$ cat config.mk
export PLATFORM = sky130hd
export DESIGN_NAME = shift_frame_rx
export DESIGN_NICKNAME = d
export VERILOG_FILES = /design/src/rtl/shift_frame_rx.sv
export SDC_FILE = /design/constraint.sdc
export NUM_CORES = 1
export LEC_CHECK = 0
export CAP_MARGIN = 30
export CORE_UTILIZATION = 30
export DETAILED_ROUTE_END_ITERATION = 10
export DONT_BUFFER_PORTS = 1
export GPL_TIMING_DRIVEN = 0
export PLACE_DENSITY = 0.53
export SLEW_MARGIN = 10
export SYNTH_ARGS = -nofsm -noshare
export SYNTH_HDL_FRONTEND = slang
export SYNTH_SLANG_ARGS = --single-unit
export TNS_END_PERCENT = 1
$ cat constraint.sdc
create_clock -name clk -period 1.9 [get_ports clk]
set_input_delay 0.57 -clock clk [delete_from_list [all_inputs] [get_ports clk]]
set_output_delay 0.57 -clock clk [all_outputs]
set_load 0.02 [all_outputs]
$ cat src/rtl/shift_frame_rx.sv
// Serial frame receiver: start bit, WIDTH data bits, one stop bit.
// The line is oversampled at CLKS_PER_BIT clocks per bit. The start bit is
// re-checked half a bit after its falling edge, and each later bit is sampled
// one full bit period after that, which lands near the middle of the bit.
// The bit order is captured at the start bit and held for the whole frame.
module shift_frame_rx #(
    parameter int WIDTH        = 4,
    parameter int CLKS_PER_BIT = 4
) (
    input  logic             clk,
    input  logic             clr,
    input  logic             sin,
    input  logic             dir,
    output logic [WIDTH-1:0] Q,
    output logic             q_valid,
    output logic             frame_err,
    output logic             busy
);

    localparam int CW = (CLKS_PER_BIT > 1) ? $clog2(CLKS_PER_BIT) : 1;
    localparam int IW = (WIDTH > 1) ? $clog2(WIDTH) : 1;

    localparam logic [CW-1:0] CNT_LAST = CW'(CLKS_PER_BIT - 1);
    localparam logic [CW-1:0] CNT_HALF = CW'(CLKS_PER_BIT / 2 - 1);
    localparam logic [IW-1:0] IDX_LAST = IW'(WIDTH - 1);

    typedef enum logic [1:0] {
        IDLE  = 2'd0,
        START = 2'd1,
        DATA  = 2'd2,
        STOP  = 2'd3
    } state_t;

    state_t           state;
    state_t           state_next;
    logic [CW-1:0]    cnt;
    logic [IW-1:0]    idx;
    logic [WIDTH-1:0] shreg;
    logic             dir_lat;
    logic             bit_tick;

    assign bit_tick = (cnt == CNT_LAST);

    // State register; reset wins over every transition, including mid-frame.
    always_ff @(posedge clk) begin
        if (clr) begin
            state <= IDLE;
        end else begin
            state <= state_next;
        end
    end

    // Next-state logic: glitches shorter than half a bit fall back to IDLE.
    always_comb begin
        state_next = state;
        case (state)
            IDLE: begin
                if (!sin) state_next = START;
            end
            START: begin
                if (cnt == CNT_HALF) state_next = sin ? IDLE : DATA;
            end
            DATA: begin
                if (bit_tick && (idx == IDX_LAST)) state_next = STOP;
            end
            STOP: begin
                if (bit_tick) state_next = IDLE;
            end
            default: state_next = IDLE;
        endcase
    end

    // Output logic: anything outside IDLE counts as an active frame.
    always_comb begin
        busy = (state != IDLE);
    end

    // Datapath: bit timing, shifting, and the registered result and pulses.
    always_ff @(posedge clk) begin
        if (clr) begin
            cnt       <= '0;
            idx       <= '0;
            shreg     <= '0;
            dir_lat   <= 1'b0;
            Q         <= '0;
            q_valid   <= 1'b0;
            frame_err <= 1'b0;
        end else begin
            q_valid   <= 1'b0;
            frame_err <= 1'b0;
            case (state)
                IDLE: begin
                    cnt <= '0;
                    idx <= '0;
                    if (!sin) dir_lat <= dir;
                end
                START: begin
                    idx <= '0;
                    if (cnt == CNT_HALF) cnt <= '0;
                    else                 cnt <= cnt + CW'(1);
                end
                DATA: begin
                    if (bit_tick) begin
                        cnt <= '0;
                        if (idx == IDX_LAST) idx <= '0;
                        else                 idx <= idx + IW'(1);
                        if (dir_lat) shreg <= {shreg[WIDTH-2:0], sin};
                        else         shreg <= {sin, shreg[WIDTH-1:1]};
                    end else begin
                        cnt <= cnt + CW'(1);
                    end
                end
                STOP: begin
                    if (bit_tick) begin
                        cnt <= '0;
                        if (sin) begin
                            Q       <= shreg;
                            q_valid <= 1'b1;
                        end else begin
                            frame_err <= 1'b1;
                        end
                    end else begin
                        cnt <= cnt + CW'(1);
                    end
                end
                default: begin
                    cnt <= '0;
                    idx <= '0;
                end
            endcase
        end
    end

endmodule

==> run metrics <==
post-layout total power=around 0.6 mW; Vias=530; placed cell area=813 um^2; Setup Crit Path Kind=reg2out; post-synth net total=88; headroom to the max-slew limit=a little over two thirds; vias in the first global route=496; crit path capture type=output port; Avg WL per Cell=11.7 um; final worst slack=approximately 0.17 ns; commonest non-fill, non-tap cell in the layout=dfxtp_1; Core ar.=around 0.0025 mm^2; H-Tree Depth=1; Cell Pwr Density=a little over 700 mW/mm^2; crit path time final=1.73 ns; peak supply drop=slightly below 500 uV; initial DRC count=5; RSZ-0062 raised after global routing=false; met3 usage=under 10%; grt ovf=0; hold buffers post-CTS=0; Fin Clk Skew=0.00470 ns; Worst Path Required=between 1 and 1.5 ns; TritonRoute pass-1 iters=3; MaxCap Viol Count=0; status=finished, final reports clean; antenna cells=0; Core Util, Final=34.2%; global-route layer with the greatest usage=met2; final instance area=840 um^2; DP HPWL=roughly 960 um; TritonCTS clock tree=yes; Cell Count, Final, Fillers Out=around 110; mapped cell area=a little under 800 um^2; Port Buffer Count=0; Nets=just over 90; met2 usage=16.7%; Syn-to-layout area delta=8.23%; WP data arrival=1.16 ns; die height=about 53 um; vias per cell=roughly 4.7; Worst-Margin Slew=about 0.45 ns; layout cells sized above 1=a little over an eighth; Horiz. Die Dim=roughly 53 um; distinct cell type count after synthesis=23; Cells after Synth=between 70 and 80; DRT antenna net count=0; Clock Path Buffers=2; DRC Markers=0; Synth Warn #=0; placed insts=approximately 110; Tot GR Track Use=a little under an eighth; worst-skew pair later-pin latency=0.29 ns; Post-Route WL=approximately 1.3 mm; GRT met1 Usage=approximately 15%; routability cong.=0.702; syn avg cell area=9.82 um^2; Initial Util=approximately a third; setup TNS after final layout=0 ns; pre-CTS setup slack=about 0.5 ns; Clock Tree Root=clkbuf_4; CP max FO=10; Pleak=roughly 0.34 nW; Final period util=just over 90%; initial antenna violation count=0; Hold Path Class=in2reg; Fin Hold WS=between 0.3 and 0.4 ns; final setup fails=0; # IOs=11; first-pass GRT wire length=2.24 mm; clock sinks=17; Max Clock Freq=between 0.5 and 0.6 GHz; CTS resizes=0; Max Slew Vio Count=0; die area=approximately 0.0028 mm^2; row cnt=18; sequential fraction of the synthesis area=between 40% and 50%; CTS buffer count=3; Worst-path clk slew=0.10 ns; most frequent cells in the layout=17 x dfxtp_1, 15 x nor2_1, 10 x mux2i_1, 5 x ha_1; # Post-CTS Setup Buffers=0; Hold Vio Cnt, Final=0; largest net degree at the start of global routing=11; Startpoint Class=flop; #FFs+latches synth=17
[final cells by class]
class,count,area [um^2]
Sequential cell,17,340
Multi-Input combinational cell,54,393
Clock buffer,4,26.3
Fill cell,258,1620
Inverter,3,11.3
Buffer,5,31.3
Tap cell,30,37.5
[registers in the layout (all words and copies together), names as in the netlist, named ones only]
signal     count
cnt            2
frame_err      1
dir_lat        1
idx            2
Q              4
state          1
q_valid        1
shreg          4
[logic make-up after synthesis]
| group | Yosys count | share of synthesized area, % |
|---|---|---|
| compound gates | 8 | 6.45 |
| fa+ha+maj | 5 | 8.06 |
| buf+inv | 8 | 5.48 |
| mux | 12 | 17.3 |
| simple gates | 29 | 18.9 |
| flops | 17 | 43.9 |
[per-layer routing]
layer  vias to the layer above  wire (um)
li1                        277          -
met1                       244        645
met2                         7        617
met3                         2         51
met4                         0         10
met5                         -          0
[path summary, 6_finish.rpt]
kind	start	to	slack [ns]	cells past startpoint
max	flop	busy	0.17	2
min	clr	shreg[0]	0.34	1
max reg2reg	cnt[0]	state[0]	0.54	4
min reg2reg	idx[1]	idx[1]	0.51	2
[critical path, stage by stage (launching register included)]
cell and delay, ns:
dfxtp_1 0.32, buf_2 0.18, or2_2 0.37
[Yosys cell counts (all sizes together)]
master,n,area (um^2)
nand4,1,12.5
o21ai,1,5.00
mux4,1,22.5
mux2i,10,100
inv,3,11.3
nor3,3,15.0
nor4bb,1,10.0
nor3b,1,7.51
a21oi,3,15.0
mux2,1,11.3
clkbuf,2,7.51
buf,3,23.8
dfxtp,17,340
a211oi,4,30.0
and3b,1,10.0
nand2,4,15.0
and2b,1,7.51
nand2b,1,6.26
nor2,15,56.3
or2,1,6.26
ha,5,62.6
[power by group]
group / internal [mW] / total, mW / switching [mW]
Clock: 0.0816 / 0.192 / 0.110
Combinational: 0.0208 / 0.0434 / 0.0226
Sequential: 0.361 / 0.365 / 0.00368
Total: 0.464 / 0.600 / 0.136
(Power assumes the default switching activity.)
